`config.mk`:
```
export PLATFORM = sky130hd
export DESIGN_NAME = wash_cycle_controller
export DESIGN_NICKNAME = d
export VERILOG_FILES = /design/src/rtl/wm_pkg.sv /design/src/rtl/wm_phase_timer.sv /design/src/rtl/wash_cycle_controller.sv
export SDC_FILE = /design/constraint.sdc
export NUM_CORES = 1
export LEC_CHECK = 0
export BUFFER_PORTS_ARGS = -buffer_cell sky130_fd_sc_hd__buf_2
export CAP_MARGIN = 0
export CORE_UTILIZATION = 40
export CTS_CLUSTER_DIAMETER = 60
export DETAILED_ROUTE_END_ITERATION = 7
export GPL_TIMING_DRIVEN = 0
export PLACE_DENSITY = 0.7
export SYNTH_ARGS = -nofsm -noshare
export SYNTH_HDL_FRONTEND = slang
export SYNTH_SLANG_ARGS = --single-unit
```
`constraint.sdc`:
```
create_clock -name CLK -period 4.9 [get_ports CLK]
set_input_delay 0.735 -clock CLK [delete_from_list [all_inputs] [get_ports CLK]]
set_output_delay 0.735 -clock CLK [all_outputs]
set_load 0.01 [all_outputs]
```
`src/rtl/wm_pkg.sv`:
```
// rtl/wm_pkg.sv - state/operation codes and fill-time helper for the wash cycle controller
package wm_pkg;

    typedef enum logic [3:0] {
        ST_IDLE    = 4'd0,
        ST_FILL    = 4'd1,
        ST_HEAT    = 4'd2,
        ST_PREWASH = 4'd3,
        ST_WASH    = 4'd4,
        ST_RINSE   = 4'd5,
        ST_SPIN    = 4'd6,
        ST_PAUSE   = 4'd7,
        ST_FAULT   = 4'd8,
        ST_DONE    = 4'd9
    } wm_state_e;

    typedef enum logic [1:0] {
        OP_FULL       = 2'd0,
        OP_WASH_SPIN  = 2'd1,
        OP_RINSE_SPIN = 2'd2,
        OP_SPIN       = 2'd3
    } wm_op_e;

    localparam int FILL_BASE_DEF = 4;
    localparam int FILL_STEP_DEF = 2;

    function automatic int fill_dur(input logic [1:0] weight,
                                    input int base = FILL_BASE_DEF,
                                    input int step = FILL_STEP_DEF);
        return base + int'(weight) * step;
    endfunction

endpackage

```
`src/rtl/wm_phase_timer.sv`:
```
// rtl/wm_phase_timer.sv - phase timer: counts up from 0, freezes on hold or at terminal count
module wm_phase_timer #(
    parameter int CNT_W = 8
) (
    input  logic             clk,
    input  logic             resetn,
    input  logic             clr,
    input  logic             hold,
    input  logic [CNT_W-1:0] tc_val,
    output logic             tc
);

    logic [CNT_W-1:0] count;

    // Stopping at tc keeps the counter from wrapping if a phase is held at its end.
    always_ff @(posedge clk) begin
        if (!resetn || clr) begin
            count <= '0;
        end else if (!hold && !tc) begin
            count <= count + CNT_W'(1);
        end
    end

    assign tc = (count == tc_val);

endmodule

```
`src/rtl/wash_cycle_controller.sv`:
```
// rtl/wash_cycle_controller.sv - washing-machine phase sequencer with pause, fault and rinse repeat
// Optional PREWASH phase (op0 only) enabled by defining PREWASH_EN.
module wash_cycle_controller
    import wm_pkg::*;
#(
    parameter int CNT_W     = 8,
    parameter int FILL_BASE = 4,
    parameter int FILL_STEP = 2,
    parameter int HEAT_T    = 6,
    parameter int WASH_T    = 10,
    parameter int RINSE_T   = 5,
    parameter int SPIN_T    = 8,
    parameter int RINSE_W   = 2
) (
    input  logic               CLK,
    input  logic               RST_n,
    input  logic               Close_Door,
    input  logic               Open_Door,
    input  logic               Clothes_in,
    input  logic               Start,
    input  logic [1:0]         Weight,
    input  logic [1:0]         Operation,
    input  logic [RINSE_W-1:0] Rinse_Cnt,
    input  logic               Pause,
    input  logic               Stop,
    output logic [3:0]         State,
    output logic               Phase_Done,
    output logic               Finish,
    output logic               Failure,
    output logic               Door_Lock,
    output logic               Paused,
    output logic [RINSE_W-1:0] Rinse_Left
);

`ifdef PREWASH_EN
    localparam bit PREWASH_ON = 1'b1;
`else
    localparam bit PREWASH_ON = 1'b0;
`endif
    localparam int PREWASH_T = (WASH_T / 2 < 1) ? 1 : WASH_T / 2;
    localparam int FILL_MAX  = FILL_BASE + 3 * FILL_STEP;

    if (FILL_BASE < 1 || FILL_STEP < 0 || HEAT_T < 1 || WASH_T < 1 || RINSE_T < 1 || SPIN_T < 1 ||
        FILL_MAX > 2**CNT_W || HEAT_T > 2**CNT_W || WASH_T > 2**CNT_W ||
        RINSE_T > 2**CNT_W || SPIN_T > 2**CNT_W) begin : g_bad_duration
        $error("wash_cycle_controller: phase duration is zero or exceeds the timer range");
    end

    wm_state_e          state, nxt, saved, after;
    wm_op_e             op_q;
    logic [1:0]         weight_q;
    logic [RINSE_W-1:0] rinse_left;
    logic [CNT_W-1:0]   tc_val;
    logic               tc, complete, t_clr, t_hold;

    function automatic logic run_phase(input wm_state_e s);
        return (s inside {ST_FILL, ST_HEAT, ST_WASH, ST_RINSE, ST_SPIN}) ||
               (PREWASH_ON && s == ST_PREWASH);
    endfunction

    always_ff @(posedge CLK) begin
        if (!RST_n) begin
            state      <= ST_IDLE;
            saved      <= ST_IDLE;
            op_q       <= OP_FULL;
            weight_q   <= '0;
            rinse_left <= '0;
        end else begin
            state <= nxt;
            if (nxt == ST_PAUSE && state != ST_PAUSE) saved <= state;
            if (Stop) begin
                rinse_left <= '0;
            end else if (state == ST_IDLE && nxt != ST_IDLE) begin
                op_q     <= wm_op_e'(Operation);
                weight_q <= Weight;
                if (Operation == OP_FULL || Operation == OP_RINSE_SPIN)
                    rinse_left <= (Rinse_Cnt == '0) ? RINSE_W'(1) : Rinse_Cnt;
                else
                    rinse_left <= '0;
            end else if (complete && state == ST_RINSE) begin
                rinse_left <= rinse_left - RINSE_W'(1);
            end
        end
    end

    always_comb begin
        after = ST_DONE;
        case (state)
            ST_FILL:    after = (op_q == OP_RINSE_SPIN) ? ST_RINSE : ST_HEAT;
            ST_HEAT:    after = (PREWASH_ON && op_q == OP_FULL) ? ST_PREWASH : ST_WASH;
            ST_PREWASH: after = ST_WASH;
            ST_WASH:    after = (op_q == OP_FULL) ? ST_RINSE : ST_SPIN;
            ST_RINSE:   after = (rinse_left > RINSE_W'(1)) ? ST_RINSE : ST_SPIN;
            default:    after = ST_DONE;
        endcase
    end

    always_comb begin
        nxt      = state;
        complete = 1'b0;
        if (Stop) begin
            nxt = ST_IDLE;
        end else if (run_phase(state)) begin
            if (Open_Door)  nxt = ST_FAULT;
            else if (Pause) nxt = ST_PAUSE;
            else if (tc) begin
                complete = 1'b1;
                nxt      = after;
            end
        end else begin
            case (state)
                ST_IDLE:
                    if (Start && Close_Door && Clothes_in && !Open_Door)
                        nxt = (Operation == OP_SPIN) ? ST_SPIN : ST_FILL;
                ST_PAUSE:
                    if (Open_Door)   nxt = ST_FAULT;
                    else if (!Pause) nxt = saved;
                ST_FAULT: nxt = ST_FAULT;
                ST_DONE:  nxt = ST_IDLE;
                default:  nxt = ST_FAULT;
            endcase
        end
    end

    // Timer is frozen on the way into and out of PAUSE so a resumed phase continues where it left off.
    always_comb begin
        t_clr  = 1'b0;
        t_hold = 1'b0;
        if (nxt == ST_PAUSE || (state == ST_PAUSE && run_phase(nxt)))
            t_hold = 1'b1;
        else if (!run_phase(nxt) || nxt != state || complete)
            t_clr = 1'b1;
    end

    always_comb begin
        tc_val = '0;
        case (state)
            ST_FILL:    tc_val = CNT_W'(fill_dur(weight_q, FILL_BASE, FILL_STEP) - 1);
            ST_HEAT:    tc_val = CNT_W'(HEAT_T - 1);
            ST_PREWASH: tc_val = CNT_W'(PREWASH_T - 1);
            ST_WASH:    tc_val = CNT_W'(WASH_T - 1);
            ST_RINSE:   tc_val = CNT_W'(RINSE_T - 1);
            ST_SPIN:    tc_val = CNT_W'(SPIN_T - 1);
            default:    tc_val = '0;
        endcase
    end

    wm_phase_timer #(.CNT_W(CNT_W)) u_timer (
        .clk    (CLK),
        .resetn (RST_n),
        .clr    (t_clr),
        .hold   (t_hold),
        .tc_val (tc_val),
        .tc     (tc)
    );

    assign State      = state;
    assign Phase_Done = run_phase(state) && tc;
    assign Finish     = (state == ST_DONE);
    assign Failure    = (state == ST_FAULT);
    assign Door_Lock  = !(state inside {ST_IDLE, ST_FAULT, ST_DONE});
    assign Paused     = (state == ST_PAUSE);
    assign Rinse_Left = rinse_left;

endmodule
```
* Word level (Yosys, flattened, before mapping)
Cells that the tools add are included.
** Operators by class
- Reductions and logical operators :: 33
- Multiplexer cells :: 27
- Equal/unequal tests :: 21
- Magnitude comparators :: 1
- Add/subtract/negate cells :: 4
- Bitwise operators :: 2
** Operators by type and width (number)
- $pmux 8 s5 :: 1
- $eq 4x3->1 const B :: 8
- $mux 4 :: 8
- $pmux 4 s4 :: 1
- $eq 4x2->1 const B :: 3
- $mux 2 :: 6
- $pmux 4 s3 :: 1
- $reduce_bool 5->1 :: 2
- $logic_and 1x1->1 :: 9
- $add 8x1->8 const B :: 1
- $eq 4x1->1 const B :: 2
- $eq 4x4->1 const B :: 2
- $eq 8x8->1 :: 1
- $mux 1 :: 8
- $eq 2x2->1 const B :: 3
- $logic_not 1->1 :: 6
- $logic_not 2->1 :: 3
- $mux 3 :: 2
- $reduce_or 2->1 :: 3
- $logic_or 1x1->1 :: 5
- $sub 4x1->5 const B :: 1
- $add 3x3->4 const A :: 1
- $logic_not 4->1 :: 1
- $ne 4x3->1 const B :: 1
- other kinds (8) :: 9
** Storage, ports and cells
- Bits of input ports :: 14
- Logic and storage cells :: 94
- Flip-flop bits (word level) :: 22

* Longest topological paths before layout
Gate-level depths: netlist of the first run.
- Depth in word-level cells :: 17
- Gate-level depth with buffers :: 13
- Depth with buffers taken out :: 11

* Modules after synthesis
A second synthesis of the first run with hierarchy kept.
** Unflattened totals
- Cells, all modules :: 209
- Area, all modules :: 1700.4 µm²
** By module, submodules not included
- wash_cycle_controller :: area an instance 1214.9 µm², cells an instance 154, sequential area each 280.3 µm², times used 1
- wm_phase_timer :: area an instance 485.5 µm², cells an instance 55, sequential area each 160.2 µm², times used 1

* Least setup slack after synthesis of the first run
Ideal clock, no wire load.
- Path kind :: reg2reg
- From :: register state[2] (netlist: State[2])
- To :: register u_timer.count[5]
- Arrival :: 2.942 ns
- Stages on the path, launching flop included :: 12
- Path slack :: 1.828 ns
- Cells stage by stage :: dfxtp_1 > buf_6 > nor3_2 > a22o_1 > a2111o_1 > or4_4 > a31oi_4 > xnor2_1 > a211oi_4 > buf_6 > o41ai_1 > a21oi_1
** On the way
- Longest elaborated chain between the ends :: 17
** RTL lines
- from (decl) :: line wash_cycle_controller.sv:49 : wm_state_e state, nxt, saved, after;
- from (signal assigned) :: line wash_cycle_controller.sv:69 : state <= nxt;
- $eq 4x3->1 / $eq 4x2->1 (equally long branches) :: line wash_cycle_controller.sv:57, wash_cycle_controller.sv:88, wash_cycle_controller.sv:137
- $reduce_or 2->1 (no line)
- $pmux 8 s5 :: line wash_cycle_controller.sv:137 : case (state)
- $eq 8x8->1 :: line wm_phase_timer.sv:24 : assign tc = (count == tc_val);
- $mux 4 :: line wash_cycle_controller.sv:106 : else if (tc) begin
- $mux 4 :: line wash_cycle_controller.sv:105 : else if (Pause) nxt = ST_PAUSE;
- $mux 4 :: line wash_cycle_controller.sv:104 : if (Open_Door) nxt = ST_FAULT;
- $mux 4 :: line wash_cycle_controller.sv:103 : end else if (run_phase(state)) begin
- $mux 4 :: line wash_cycle_controller.sv:101 : if (Stop) begin
- $eq 4x1->1, or another cell as far along :: line wash_cycle_controller.sv:57 : return (s inside {ST_FILL, ST_HEAT, ST_WASH, ST_RINSE, ST_SPIN}) ||
- $reduce_bool 5->1 :: line wash_cycle_controller.sv:57
- $logic_not 1->1 :: line wash_cycle_controller.sv:131 : else if (!run_phase(nxt) || nxt != state || complete)
- $logic_or 1x1->1 (2 in series) :: line wash_cycle_controller.sv:131
- $mux 1 :: line wash_cycle_controller.sv:131
- $mux 1 :: line wash_cycle_controller.sv:129 : if (nxt == ST_PAUSE || (state == ST_PAUSE && run_phase(nxt)))
- $logic_or 1x1->1 :: line wm_phase_timer.sv:17 : if (!resetn || clr) begin
- to (signal assigned) :: line wm_phase_timer.sv:20 : count <= count + CNT_W'(1);
- to (decl) :: line wm_phase_timer.sv:13 : logic [CNT_W-1:0] count;
Parallel ways exist; a longest one is shown, timed or not.
A chain may end at the register's enable or synchronous reset.

* Final worst setup path of the first run
- From :: register state[3] (netlist: State[3])
- To :: register rinse_left[0] (netlist: Rinse_Left[0])
** On the way
- Longest elaborated chain between the ends :: 12
** RTL lines
- $eq 4x3->1 / $eq 4x2->1 (equally long branches)
- $reduce_or 2->1 (no line)
- $pmux 8 s5 :: line wash_cycle_controller.sv:137
- $eq 8x8->1 :: line wm_phase_timer.sv:24
- $mux 4 :: line wash_cycle_controller.sv:106
- $mux 4 :: line wash_cycle_controller.sv:105
- $mux 4 :: line wash_cycle_controller.sv:104
- $mux 4 :: line wash_cycle_controller.sv:103
- $mux 4 :: line wash_cycle_controller.sv:101
- $reduce_bool 4->1 :: line wash_cycle_controller.sv:73 : end else if (state == ST_IDLE && nxt != ST_IDLE) begin
- $logic_and 1x1->1 :: line wash_cycle_controller.sv:73
- $mux 2 / $reduce_bool 2->1 (equally long branches)
- to (signal assigned) :: line wash_cycle_controller.sv:77 : rinse_left <= (Rinse_Cnt == '0) ? RINSE_W'(1) : Rinse_Cnt;
- to (signal assigned) :: line wash_cycle_controller.sv:81 : rinse_left <= rinse_left - RINSE_W'(1);
- to (decl) :: line wash_cycle_controller.sv:52 : logic [RINSE_W-1:0] rinse_left;
Parallel ways exist; a longest one is shown, timed or not.

==> flow_metrics.py, run 1 <==
metrics = {
    "final_layout": {
        "multi_input_area_sq_um": 1230,
        "layout-drive-gt1-share_pct": 20.5,
        "area_growth_pct": 12.5,
        "fill_cells": 423,
        "antenna_cells": 0,
        "final-seq-area_sq_um": 440,
        "nNetsFinal": 257,
    },
    "floorplan": {
        "dieArea_sq_um": 4720,
        "rows": 23,
        "core-area_sq_um": 4140,
        "start_util_pct": 42.9,
        "pin_count": 25,
        "fp.dieH_microns": 68.7,
        "die_w_microns": 68.7,
    },
    "sta": {
        "slew-limit-headroom_pct": 53.0,
        "setup-tns-final_ps": 0,
        "rsz0062_at_grt": "false",
        "slew_violations": 0,
        "max_freq_ghz": 0.260,
        "fin_crit_ps": 3840,
        "post-route-period-util_pct": 78.4,
        "hold_violations": 0,
        "fin_skew_ps": 10.5,
        "setup_ws_ps": 1060,
        "tightest_slew_ps": 702,
        "finalSetupViolations": 0,
    },
    "clock_network": {
        "cts_buffers": 3,
        "path_clk_slew_ps": 90,
        "clock_sinks": 22,
        "ctsResizeCount": 0,
        "cts_root_buf": "clkbuf_8",
        "htree_levels": 1,
        "post-cts-setup-buffers": 0,
        "clk-insertion-delay-late_ps": 270,
        "clock_path_buffers": 2,
        "holdBufCountCts": 0,
        "cts_tree": "built",
    },
    "placed_design": {
        "gp_congestion": 0.914,
        "portBuffers": 21,
        "dp_hpwl_mm": 3.33,
        "post-place-ws_ps": 1100,
    },
    "hold_path": {
        "hp-class": "reg2reg",
    },
    "drt": {
        "post_drt_wl_per_cell_microns": 15.2,
        "drt_iter0_drc": 91,
        "via_count": 1763,
        "drt-total-wl_mm": 4.40,
        "final_antenna_net_count": 0,
        "drc": 0,
        "first_pass_iters": 5,
        "avgViaCountPerCell": 6.10,
    },
    "yosys": {
        "async_flop_share_pct": 0,
        "ys_seq_area_share_pct": 24.8,
        "synth-seq-cells": 22,
        "synth_cells": 214,
        "synth.most_common_cell": "dfxtp_1",
        "synthFlopType": "dfxtp_1",
        "syn_area_sq_um": 1780,
        "syn_nets": 231,
        "synth_area_leader_cell": "dfxtp_1",
        "synthDistinctLibCells": 62,
        "synth_edf_count": 0,
        "yosys-top-cells-area": "dfxtp_1, o31ai_1, a21oi_1, mux2i_1, nor2_1",
        "synth_top_area_share_pct": 24.8,
        "avgSynthCellArea_sq_um": 8.31,
        "synth_common_cells": "dfxtp_1, a21oi_1, nor2_1",
        "yosys_warnings": 0,
    },
    "worst_setup_path": {
        "cp_slowest_cell": "o41ai_4",
        "critPathLaunchType": "register",
        "path_common_cell": "a21oi_1",
        "path_cells": "buf_1, o41ai_1, a2111o_1, nor3_2, mux2i_1, a21oi_1, o41ai_4, a21oi_1, a2111oi_0",
        "crit_arrival_ps": 4000,
        "worstPathRequired_ps": 5050,
        "critPathCaptureType": "register",
        "crit_type": "reg2reg",
        "path_max_fanout": 10,
        "max_stage_delay_ps": 730,
    },
    "power_and_ir_drop": {
        "total_power_mw": 0.433,
        "cellLeakagePower_nw": 0.800,
        "p_per_area_nw_per_um2": 216,
        "ir_worst_vdd_uv": 114,
    },
    "global_route": {
        "gr-total-overflow": 0,
        "grt_pass1_wl_mm": 7.30,
        "grt_pass1_vias": 1596,
        "antenna_found_initial": 0,
        "gr-usage-all-layers_pct": 20.7,
        "grt_max_degree": 13,
    },
    "job": {
        "cap_violations": 0,
    },
    "outcome": {
        "status": "complete, no violations",
    },
}
## sequential cells by signal (all words and copies together) (netlist names)
name           flops
u_timer.count      8
State              4
saved              4
Rinse_Left         2
op_q               2
weight_q           2
## worst paths after layout
kind / from / to / slack, ps / cells after the start
max reg2reg: State[3] / Rinse_Left[0] / 1060 / 9
max: State[3] / Rinse_Left[0] / 1060 / 9
min: saved[3] / saved[3] / 440 / 2
min reg2reg: saved[3] / saved[3] / 440 / 2
## per-layer routing
| layer | share of wire [%] | vias up | global-route usage [%] |
|---|---|---|---|
| li1 | - | 876 | - |
| met1 | 45 | 828 | 25.0 |
| met2 | 48 | 51 | 36.3 |
| met3 | 5.8 | 8 | 3.78 |
| met4 | 1.8 | 0 | 7.65 |
| met5 | 0 | - | 0 |
## critical path: cells and delay by family (launching register included)
family | cells | cell delay (ps)
muxes | 1 | 300
AOI/OAI and AO/OA | 6 | 2030
DFF | 1 | 440
and+or+nand+nor | 1 | 540
buffers and inverters | 1 | 410
## where the power goes
part           internal (mW)  switching, mW
Sequential             0.185        0.00485
Combinational         0.0426         0.0648
Clock                 0.0718         0.0649
Total                  0.299          0.134
## final cells by class
class                           instances  area share (%)
Tap cell                               50            3.13
Clock buffer                            4            2.75
Buffer                                 16            4.13
Inverter                                8            1.50
Timing Repair Buffer                   21            5.25
Sequential cell                        22            22.0
Multi-Input combinational cell        168            61.3
## stage by stage
step	cells	util [%]	area (sq um)	hold slack [ps]
2_1_floorplan	214	-	1780	405
3_3_place_gp	285	47.0	1950	414
3_5_place_dp	285	47.0	1950	428
4_1_cts	289	48.3	2000	441
5_1_grt	289	48.3	2000	481
6_report	289	48.3	2000	435
## cell families (layout without fill, tap and decap cells)
| group | Yosys count | in the layout | synth area share (%) |
|---|---|---|---|
| xor+xnor | 4 | 4 | 1.97 |
| fa+ha+maj | 3 | 3 | 2.11 |
| simple gates | 80 | 80 | 27.8 |
| flops | 22 | 22 | 24.8 |
| mux | 9 | 9 | 5.06 |
| compound gates | 72 | 72 | 31.9 |
| buf+inv | 24 | 49 | 6.33 |
## cells in the final DEF (no fill, tap or decap), drive strengths merged, types with 3 or more instances in the layout
master and count:
dfxtp 22, a211oi 4, mux2i 9, o41ai 3
nand3b 3, nor2 15, a21o 3, and2 7
clkbuf 10, buf 31, or4 7, nor3 6
inv 8, xnor2 3, ha 3, a21oi 19
nand2b 4, or3 5, nor4 3, nand2 8
a2111oi 3, a31oi 4, nor2b 4, o21ai 6
o221a 3, nand3 5, o31ai 13
(Power assumes the default switching activity.)
==> inputs of run 2 (changes only) <==
Clock period 4.9 ns to 3.9 ns, I/O delays scaled along.
==> run 2 against run 1 <==
Sequential power rose by 26%. Critical path type unchanged. Routed wire length rose by 1.6%. Global-route usage did not move. Final area rose by 0.31%. Setup slack got worse by 760 ps. Core utilization rose by 0.15 points. Critical endpoint is now u_timer.count[5]. First-iteration DRC count fell by 30%. Clock power rose by 25%. Combinational power rose by 28%. Sequential share of layout area fell by 0.069 points.
==> flow_metrics.py, run 2 (synthesis results as in run 1) <==
metrics = {
    "worst_setup_path": {
        "critPathCaptureType": "register",
        "crit_buf_inv": 2,
        "path_common_cell": "o41ai_1",
        "crit_arrival_ps": 3740,
        "path_cells": "buf_1, o41ai_1, a2111oi_0, nand3_1, or3_1, a21oi_2, a211oi_4, buf_6, o41ai_1, a21oi_1",
        "path_max_fanout": 10,
        "cp_slowest_cell": "a2111oi_0",
        "critPathLaunchType": "register",
        "reg2reg_depth": 10,
        "cp_num_cells": 10,
        "worstPathRequired_ps": 4040,
        "rr_endpoint": "u_timer.count[5]",
        "critPathTopFamily": "compound AO/OA/AOI/OAI gates",
        "reg2reg_from": "State[3]",
        "max_stage_delay_ps": 620,
        "r2r_setup_slack_ps": 300,
        "crit_type": "reg2reg",
    },
    "global_route": {
        "grt_pass1_vias": 1596,
        "grt_pass1_wl_mm": 7.30,
        "gr-total-overflow": 0,
        "grt_max_degree": 13,
        "gr-usage-all-layers_pct": 20.7,
        "antenna_found_initial": 0,
    },
    "sta": {
        "finalSetupViolations": 0,
        "slew_violations": 0,
        "fin_crit_ps": 3600,
        "slew-limit-headroom_pct": 52.8,
        "fin_skew_ps": 10.4,
        "post-route-period-util_pct": 92.4,
        "hold_violations": 0,
        "max_freq_ghz": 0.278,
        "tightest_slew_ps": 706,
        "setup-tns-final_ps": 0,
        "fin_hold_ws_ps": 435,
    },
    "clock_network": {
        "clk-insertion-delay-late_ps": 270,
        "path_clk_slew_ps": 90,
        "cts_root_buf": "clkbuf_8",
        "htree_levels": 1,
        "holdBufCountCts": 0,
        "cts_tree": "built",
        "cts_buffers": 3,
        "clock_path_buffers": 2,
        "clock_sinks": 22,
    },
    "final_layout": {
        "final-seq-area_sq_um": 440,
        "antenna_cells": 0,
        "mostFrequentLayoutCell": "buf_2",
        "regMostFlops": "u_timer.count",
        "area_growth_pct": 12.9,
        "final_cell_mix": "buf_2, dfxtp_1, a21oi_1",
        "largest_reg_flops": 8,
        "layout-drive-gt1-share_pct": 20.5,
        "fill_cells": 422,
        "multi_input_area_sq_um": 1230,
        "nNetsFinal": 257,
    },
    "hold_path": {
        "min_from": "saved[3]",
        "min_to": "saved[3]",
        "hp-class": "reg2reg",
        "hold_path_depth": 2,
    },
    "power_and_ir_drop": {
        "cellLeakagePower_nw": 0.804,
        "p_per_area_nw_per_um2": 272,
        "total_power_mw": 0.546,
        "ir_worst_vdd_uv": 144,
    },
    "floorplan": {
        "start_util_pct": 42.9,
        "pin_count": 25,
        "rows": 23,
        "core-area_sq_um": 4140,
        "fp.dieH_microns": 68.7,
        "dieArea_sq_um": 4720,
        "die_w_microns": 68.7,
    },
    "placed_design": {
        "gp_congestion": 0.914,
        "dp_hpwl_mm": 3.33,
        "portBuffers": 21,
    },
    "drt": {
        "final_antenna_net_count": 0,
        "drt_iter0_drc": 64,
        "via_count": 1784,
        "avgViaCountPerCell": 6.17,
        "post_drt_wl_per_cell_microns": 15.5,
        "drc": 0,
        "drt-total-wl_mm": 4.48,
        "first_pass_iters": 4,
    },
    "outcome": {
        "status": "complete, no violations",
    },
    "job": {
        "cap_violations": 0,
    },
}
-- run 2: cell count changes in the layout (fill, tap and decap cells not counted) --
cell / before / now
nor3_2: 3 / 2
nor3_4: 0 / 1
-- run 2: worst register-to-register path, stage by stage, from the launching register on --
cell and delay, ps:
dfxtp_1 440, buf_1 410, o41ai_1 190, a2111oi_0 620, nand3_1 310, or3_1 430
a21oi_2 370, a211oi_4 110, buf_6 170, o41ai_1 330, a21oi_1 100
-- run 2: metrics by stage --
stage                     util, %  area (sq um)  setup WS, ps  std cells
after global routing         48.5          2010         -81.0        289
after detailed placement     47.0          1950          95.5        285
after CTS                    48.3          2000          77.1        289
final                        48.5          2010           298        289
after floorplan                 -          1780           828        214
after global placement       47.0          1950           147        285
-- run 2: worst max-delay path by stage --
| stage | slack, ps | from | endpoint |
|---|---|---|---|
| after global routing | -80 | State[3] | Rinse_Left[0] |
| after floorplan | 830 | State[2] | u_timer.count[5] |
| final | 300 | State[3] | u_timer.count[5] |
| after detailed placement | 100 | State[3] | Rinse_Left[0] |
| after global placement | 150 | State[3] | Rinse_Left[0] |
| after CTS | 80 | State[3] | Rinse_Left[0] |
-- run 2: cell type report --
class / count / area share, %
inverters: 8 / 1.50
repair buffers: 21 / 5.23
well taps: 50 / 3.12
clock buffers: 4 / 2.74
multi-input cells: 168 / 61.4
plain buffers: 16 / 4.11
flip-flops and latches: 22 / 21.9
-- run 2: timing repair --
action                     CTS  global route
setup endpoints to repair    0             2
gates resized for setup      0             1
buffers inserted             0             0
-- run 2: routing by layer --
layer | vias up | GRT usage, % | part of all wire (%) | wire (microns)
met2 | 62 | 36.3 | 47 | 2090
met3 | 8 | 3.78 | 6.2 | 277
met1 | 839 | 25.0 | 45 | 2010
li1 | 875 | - | - | -
met5 | - | 0 | 0 | 0
met4 | 0 | 7.65 | 2.2 | 99
-- run 2: power breakdown --
group	total [mW]	internal (mW)	switching (mW)
combinational	0.137	0.0544	0.0826
sequential	0.238	0.232	0.00615
clock	0.171	0.0902	0.0809
